## src/rtl/regfile_dump_reader.sv

```systemverilog
// rtl/regfile_dump_reader.sv - walks a register file read port and streams each entry out with its index
// Optional trailing XOR checksum beat: define REGFILE_DUMP_CHECKSUM_EN.
module regfile_dump_reader #(
    parameter int DTYPE = 8,
    parameter int NREGS = 4,
    parameter int AW    = (NREGS > 1) ? $clog2(NREGS) : 1
) (
    input  logic             clk,
    input  logic             reset,
    input  logic             start_call,
    output logic             start_rdy,
    output logic [AW-1:0]    rd_addr,
    input  logic [DTYPE-1:0] rd_data,
    output logic             out_val,
    input  logic             out_rdy,
    output logic [DTYPE-1:0] out_data,
    output logic [AW-1:0]    out_addr,
    output logic             out_last,
    output logic             busy
);

`ifdef REGFILE_DUMP_CHECKSUM_EN
    typedef enum logic [1:0] {IDLE, FETCH, SEND, CKSUM} state_t;
    logic [DTYPE-1:0] acc;
`else
    typedef enum logic [1:0] {IDLE, FETCH, SEND} state_t;
`endif

    localparam logic [AW-1:0] LAST = AW'(NREGS - 1);

    state_t        state;
    logic [AW-1:0] ptr;

    assign rd_addr   = ptr;
    assign busy      = (state != IDLE);
    assign start_rdy = (state == IDLE) && !reset;

    always_ff @(posedge clk or posedge reset) begin
        if (reset) begin
            state    <= IDLE;
            ptr      <= '0;
            out_val  <= 1'b0;
            out_data <= '0;
            out_addr <= '0;
            out_last <= 1'b0;
`ifdef REGFILE_DUMP_CHECKSUM_EN
            acc      <= '0;
`endif
        end else begin
            case (state)
                IDLE: begin
                    if (start_call) begin
                        ptr   <= '0;
`ifdef REGFILE_DUMP_CHECKSUM_EN
                        acc   <= '0;
`endif
                        state <= FETCH;
                    end
                end
                FETCH: begin
                    out_data <= rd_data;
                    out_addr <= ptr;
                    out_val  <= 1'b1;
`ifdef REGFILE_DUMP_CHECKSUM_EN
                    out_last <= 1'b0;
                    acc      <= acc ^ rd_data;
`else
                    out_last <= (ptr == LAST);
`endif
                    state    <= SEND;
                end
                SEND: begin
                    if (out_rdy) begin
                        if (ptr != LAST) begin
                            ptr     <= ptr + 1'b1;
                            out_val <= 1'b0;
                            state   <= FETCH;
                        end else begin
`ifdef REGFILE_DUMP_CHECKSUM_EN
                            // accumulator already holds the last register read in FETCH
                            out_data <= acc;
                            out_addr <= '0;
                            out_last <= 1'b1;
                            state    <= CKSUM;
`else
                            out_val  <= 1'b0;
                            out_last <= 1'b0;
                            state    <= IDLE;
`endif
                        end
                    end
                end
`ifdef REGFILE_DUMP_CHECKSUM_EN
                CKSUM: begin
                    if (out_rdy) begin
                        out_val  <= 1'b0;
                        out_last <= 1'b0;
                        state    <= IDLE;
                    end
                end
`endif
                default: state <= IDLE;
            endcase
        end
    end

endmodule
```

## config.mk

```make
export PLATFORM = sky130hd
export DESIGN_NAME = regfile_dump_reader
export DESIGN_NICKNAME = d
export VERILOG_FILES = /design/src/rtl/regfile_dump_reader.sv
export SDC_FILE = /design/constraint.sdc
export NUM_CORES = 1
export LEC_CHECK = 0
export CAP_MARGIN = 20
export CORE_AREA = 2 2 39 41
export CTS_CLUSTER_DIAMETER = 40
export DETAILED_ROUTE_END_ITERATION = 10
export DIE_AREA = 0 0 41 43
export DONT_BUFFER_PORTS = 1
export PLACE_DENSITY = 0.77
export SKIP_CTS_REPAIR_TIMING = 1
export SLEW_MARGIN = 10
export SYNTH_ARGS = -nofsm -noshare
export SYNTH_HDL_FRONTEND = slang
export SYNTH_SLANG_ARGS = --single-unit
```

## constraint.sdc

```tcl
create_clock -name clk -period 3.3 [get_ports clk]
set_input_delay 0.66 -clock clk [delete_from_list [all_inputs] [get_ports clk]]
set_output_delay 0.66 -clock clk [all_outputs]
set_load 0.01 [all_outputs]
```

Word level (Yosys, flattened, before mapping) --
Index checks and enable logic that the tools add are counted.
Storage, ports and cells: flip-flop bits (word level) 16, input port bits 12, output and inout bits 16, word-level logic and storage cells 38
Operators by class: add/sub/neg operators 1, equal/unequal tests 8, multiplexer cells 13, reduce and logical (&&, ||, !) cells 10
Operators by type and width (count):
- two-way mux 2 bit | 5
- inequality test 2 bit (second input constant) | 5
- one-hot mux 2 bit (3 select lines) | 1
- nonzero test 2 bit | 3
- equality test 2 bit (second input constant) | 2
- two-way mux 1 bit | 4
- one-hot mux 1 bit (2 select lines) | 2
- one-hot mux 2 bit (2 select lines) | 1
- AND reduction 2 bit | 2
- AND reduction 4 bit | 1
- AND reduction 3 bit | 1
- adder 2 x 1 -> 2 bit (second input constant) | 1
- equality test 2 x 1 -> 1 bit (second input constant) | 1
- logical NOT 2 bit | 1
- logical AND 1 bit | 1
- logical NOT 1 bit | 1

Logic depth before layout (Yosys ltp) --
Gate-level depths: netlist of the first run.
depth in word-level cells 4, depth in mapped cells 5, mapped depth without buffers 4

Least setup slack after synthesis of the first run --
Ideal clock, no wire load.
kind reg2out, start register state[1], end output port start_rdy, arrival time 864 ps, required time 2640 ps, path slack 1776 ps, cell stages (with the launch flop) 5, cells stage by stage dfrtp_1 -> buf_6 -> inv_1 -> nand2_1 -> nor2_1
Between the ends: word-level cells in the longest chain between the ends 2
RTL lines:
- from (decl) | line 31 | state_t state;
- from (signal assigned) | line 40 | state <= IDLE;
- from (signal assigned) | line 57 | state <= FETCH;
- from (signal assigned) | line 70 | state <= SEND;
- logical NOT 2 bit | line 36 | assign start_rdy = (state == IDLE) && !reset;
- logical AND 1 bit | line 36
- to (decl) | line 11 | output logic start_rdy,
Every way passes these cells.

Final worst setup path of the first run --
Same ends and word-level chain as after synthesis.

==> impl_results.md, run 1 <==
- Largest net degree at the start of global routing: 17
- Avg Inst Size Synth: 13.2 sq um
- Clock Pin Slew Worst Setup and Hold Paths: around 0.08 ns
- Worst setup margin: approximately 1.4 ns
- Kind of critical path: register to output pin
- Die height: 43 um
- Core area: between 1000 and 1500 sq um
- YS warnings: 0
- Layout cells sized above 1: 24.6%
- Worst Setup End Kind: output pin
- Max stage delay on crit path: 0.46 ns
- Slew margin rel.: 61.0%
- DRC viols: 0
- Setup Viol. Count Final: 0
- Hold Path Class: input pin to asynchronous set/reset pin
- Root buf cell: clkbuf_4
- Top cells by area, synth: dfrtp_1 (54%), mux2_4 (16%), mux2i_1 (4.1%)
- Non-Filler Instances: 73
- CP Launch Type: register
- Status: complete, no violations
- Deepest clock path buffer count: 2
- Synth Instances: 56
- Hpwl dp: about 870 um
- Number of buffers created by CTS: 3
- Die X: roughly 40 um
- R2r startpoint: rd_addr[0]
- Layout Nets: 73
- Vias per cell: 5.99
- Pleak: 0.000381 uW
- Critical Path, Cell by Cell: inv_1 -> nand2_1 -> nor2_1
- Number of synthesized register bits: 16
- Starting Density: 53.5%
- First-iteration detailed-routing DRC count: 12
- Yosys top cell by area: dfrtp_1
- Yosys cell types: 17
- Critical-path maximum fanout: 7
- Flop2flop setup slack: 1.88 ns
- Worst path arrival time: about 1.2 ns
- First-pass GRT wire length: 1810 um
- Routed Antenna Nets: 0
- Slew Limit Fails: 0
- Placed cells: 70
- P per Cell Area: around 1000 nW/um^2
- Place WS: between 1.5 and 2 ns
- Worst-Margin Slew: 0.584 ns
- VDD IR max: 0.380 mV
- Data required, critical path: 2.64 ns
- Initial antenna violation count: 0
- Synth Cell Area: roughly 740 sq um
- Compound-Gate Fraction of Synth Area: 6.08%
- Sequential share of the synthesized area: 54.1%
- Share of the synthesized area in the top cell type: between 50% and 60%
- CTS Sinks: 16
- H-tree depth: 1
- Max-cap violations: 0
- Post-Synth XOR/XNOR Area: 0%
- Final wirelength: between 1000 and 1500 um
- Die area: 1760 sq um
- CTS tree: built
- Setup TNS: 0 ns
- Mux share of post-synthesis cell area: 23.3%
- Routed len/inst: between 15 and 20 um
- FF-to-FF End: rd_addr[0]
- Num ports: 28
- Adder-cell share of the synthesized area: around 3.4%
- Filler instances: 118
- Grt total ovfl: 0
- Num rows: 14
- RSZ-0062 raised after global routing: no
- Number of global-route vias before repair: 418
- GPL Wtd Cong: approximately 0.77
- Clock skew: 0.000396 ns
- Minimum clock period: about 1.9 ns
- Area grow syn2layout: 2.70%
- Slowest cell on the critical path: dfrtp_1
- DRT Pass-1 Iters: 4
- Clk_lat worst skew: 0.28 ns
- Fin crit share: 57.5%
- DR vias: 437
- Number of port buffers: 0
- Tot GR Track Use: 15.6%
- ANT cells: 0
- F_max: between 500 and 600 MHz
- Syn nets: 70
- Largest family of logic cells by synthesized area: multiplexers
- Synth Area in Simple Gates: 8.61%
- Endpoints failing hold: 0
- Worst R2R Path Depth: 4
-- cells by family (layout without fill, tap and decap cells) --
group | after synthesis | after routing
AOI/OAI and AO/OA | 8 | 8
adders and majority gates | 2 | 2
DFF | 16 | 16
buffers and inverters | 5 | 6
muxes | 13 | 13
and+or+nand+nor | 12 | 12
-- through the flow --
| stage | total power (uW) | utilization [%] | hold WS [ns] | area [sq um] |
|---|---|---|---|---|
| 6_report | 764 | 55.0 | 0.319 | 761 |
| 5_1_grt | 821 | 55.0 | 0.358 | 761 |
| 4_1_cts | 772 | 55.0 | 0.335 | 761 |
| 3_5_place_dp | 670 | 53.3 | 0.565 | 738 |
| 3_3_place_gp | 659 | 53.3 | 0.564 | 738 |
| 2_1_floorplan | 639 | - | 0.544 | 741 |
-- synth_stat cells --
| library cell | instances |
|---|---|
| nand2b_4 | 1 |
| o21ai_0 | 3 |
| o21bai_1 | 1 |
| a31oi_1 | 1 |
| ha_1 | 2 |
| inv_1 | 3 |
| buf_6 | 2 |
| nor2_1 | 4 |
| nand3_1 | 1 |
| nand2_1 | 4 |
| mux2_4 | 8 |
| a21oi_1 | 2 |
| mux2i_1 | 3 |
| o22ai_1 | 1 |
| mux2_2 | 2 |
| and2b_1 | 2 |
| dfrtp_1 | 16 |
-- state kept, by name, summed over array words and instances (netlist names) --
name      count
out_addr      2
rd_addr       2
out_data      8
out_val       1
state         2
out_last      1
-- how the worst max path moves through the flow --
stage                        start        end  slack, ns  cells past startpoint
after floorplan           state[1]  start_rdy       1.78                      4
after global placement    state[0]  start_rdy       1.75                      3
after detailed placement  state[1]  start_rdy       1.72                      3
after CTS                 state[1]  start_rdy       1.40                      3
after global routing      state[1]  start_rdy       1.30                      3
final                     state[1]  start_rdy       1.40                      3
-- placed cells by master (no fill, tap or decap), drive strengths merged --
cell type	instances
mux2i	3
nand2	4
nand2b	1
clkbuf	3
a31oi	1
a21oi	2
o21bai	1
inv	3
and2b	2
nor2	4
mux2	10
ha	2
o21ai	3
nand3	1
dfrtp	16
o22ai	1
-- worst max-delay path: cells and delay by family, from the launching register on --
kind	cells	cell delay (ns)
buf+inv	1	0.16
simple gates	2	0.34
flops	1	0.46
-- layout make-up --
class,instances,area [sq um],share of cell area [%]
multi-input combinational,35,307,40.3
inverter,3,11.3,1.48
clock buffer,3,22.5,2.96
sequential,16,400,52.6
tap,16,20.0,2.63
-- power breakdown --
part,switching (uW),internal (uW)
clock,56.1,42.4
sequential,126,288
combinational,103,149
-- per-layer routing --
layer	vias to the layer above	GRT usage [%]	wire length [um]
met3	3	5.24	113
met4	0	8.00	21
met1	213	21.8	533
met2	27	20.9	570
met5	-	0	0
li1	194	-	-
Power figures use the tool's default switching activity.
==> run 2, diff against run 1 <==
Clock period 3.3 ns to 1.8 ns, I/O delays scaled along.
==> impl_results.md, run 2 (synthesis results as in run 1) <==
- Place WS: 0.445 ns (-1.28 ns)
- Setup Viol. Count Final: 0 (unchanged)
- M3 GR Usage: 7.33% (+2.1 points)
- Clock Pin Slew Worst Setup and Hold Paths: 0.09 ns (about the same)
- DRT Pass-1 Iters: 2 (-2)
- Grt peak-use layer: met2
- H-tree depth: 1 (unchanged)
- CTS Sinks: 16 (unchanged)
- Kind of critical path: register to output pin
- Die height: 43 um (unchanged)
- Die area: 1760 sq um (unchanged)
- Slew Limit Fails: 0 (unchanged)
- Area grow syn2layout: 4.56%
- Status: complete, no violations
- Filler instances: 129 (+9.3%)
- GPL Wtd Cong: 0.721 (-6.7%)
- Number of port buffers: 0 (unchanged)
- DRC viols: 0 (unchanged)
- First-pass GRT wire length: 1910 um (+5.8%)
- VDD IR max: 0.690 mV (+82%)
- Pleak: 0.000388 uW (+1.9%)
- Fin crit share: 91.2%
- R2r startpoint: rd_addr[0]
- Clock skew: 0.00392 ns (+0.00352 ns)
- Biggest register: out_data
- Most frequent cells in the layout: dfrtp_1 (16), mux2_4 (8), nor2_1 (4), nand2_1 (4)
- P per Cell Area: 1890 nW/um^2 (+88%)
- FF-to-FF End: rd_addr[1]
- Final wirelength: 1270 um (+2.8%)
- DR vias: 427 (-2.3%)
- Clk_lat worst skew: 0.28 ns (about the same)
- Setup TNS: 0 ns (unchanged)
- Endpoints failing hold: 0 (unchanged)
- F_max: 609 MHz
- Placed cells: 70 (unchanged)
- Worst setup margin: 0.159 ns (-1.24 ns)
- Worst path arrival time: 1.28 ns (+0.04 ns)
- Critical-path maximum fanout: 7 (unchanged)
- Routed len/inst: 17.2 um (+1.4%)
- Vias per cell: 5.77 (-3.6%)
- Starting Density: 53.5% (unchanged)
- Core area: 1380 sq um (unchanged)
- Worst-Margin Slew: 0.586 ns (+0.00178 ns)
- RSZ-0062 raised after global routing: no
- Register cell area after layout: 400 sq um (unchanged)
- GRT met2 Usage: 24.7% (+3.8 points)
- Worst Setup End Kind: output pin
- Hpwl dp: 890 um (+2.6%)
- Slew margin rel.: 60.9% (-0.12 points)
- Die X: 41 um (unchanged)
- Met1 usage: 20.5% (-1.2 points)
- Non-Filler Instances: 74 (+1.4%)
- Routed Antenna Nets: 0 (unchanged)
- CP Launch Type: register
- Num ports: 28 (unchanged)
- Tot GR Track Use: 16.3% (+0.65 points)
- Deepest clock path buffer count: 2 (unchanged)
- Flop2flop setup slack: 0.44 ns (-1.44 ns)
- Minimum clock period: 1.64 ns
- Num rows: 14 (unchanged)
- Largest net degree at the start of global routing: 17 (unchanged)
- Multi-input logic area: 307 sq um (unchanged)
- ANT cells: 0 (unchanged)
- Root buf cell: clkbuf_4
- Number of buffers created by CTS: 3 (unchanged)
- CTS tree: built
- Max reg flops: 8 (unchanged)
- Number of global-route vias before repair: 435 (+4.1%)
- Commonest non-fill, non-tap cell in the layout: dfrtp_1
- Worst R2R Path Depth: 4 (unchanged)
- Hold WS: 0.0120 ns (-0.307 ns)
- Max-cap violations: 0 (unchanged)
- Overall power: 1460 uW (+91%)
- First-iteration detailed-routing DRC count: 13 (+1)
- Layout cells sized above 1: 25.9% (+1.3 points)
- Layout Nets: 73 (unchanged)
- Grt total ovfl: 0 (unchanged)
- Initial antenna violation count: 0 (unchanged)
- Data required, critical path: 1.44 ns (-1.20 ns)
- Hold Path Class: input pin to asynchronous set/reset pin
run 2: cell types whose count changed in the layout (fill, tap and decap cells not counted):
cell      before  now
clkbuf_8       0    1
run 2: report_power, final:
group | internal (uW) | switching [uW] | leakage [uW] | total [uW]
Clock | 123 | 112 | 0.0000210 | 236
Sequential | 527 | 238 | 0.000195 | 765
Combinational | 272 | 188 | 0.000172 | 460
Total | 922 | 538 | 0.000388 | 1460
run 2: per-stage QoR:
stage | util [%] | instance area, sq um
6_report | 56.0 | 774
3_5_place_dp | 53.3 | 738
2_1_floorplan | - | 741
4_1_cts | 56.0 | 774
5_1_grt | 56.0 | 774
3_3_place_gp | 53.3 | 738
run 2: worst max-delay path, cell delays in order, from the launching register on:
cell and delay, ns:
dfrtp_1 0.47, inv_1 0.17, nand2_1 0.15, nor2_1 0.21
run 2: worst max path at each step:
stage                 endpoint  slack (ns)  startpoint  cells after the start
finish               start_rdy        0.16    state[1]                      3
global route         start_rdy        0.05    state[1]                      3
CTS                  start_rdy        0.16    state[1]                      3
detailed placement  rd_addr[1]        0.45  rd_addr[0]                      4
global placement     start_rdy        0.48    state[1]                      3
floorplan           rd_addr[0]        0.54  rd_addr[0]                      4
run 2: layer usage:
metal / wire [um] / share of wire (%) / up-vias
met5: 0 / 0 / -
met4: 14 / 1.1 / 0
met3: 139 / 11 / 2
met2: 609 / 48 / 25
met1: 509 / 40 / 206
li1: - / - / 194
run 2: final cells by class:
| class | instances | area share, % |
|---|---|---|
| clock buffers | 4 | 4.68 |
| multi-input cells | 35 | 39.6 |
| inverters | 3 | 1.45 |
| well taps | 16 | 2.58 |
| flip-flops and latches | 16 | 51.7 |
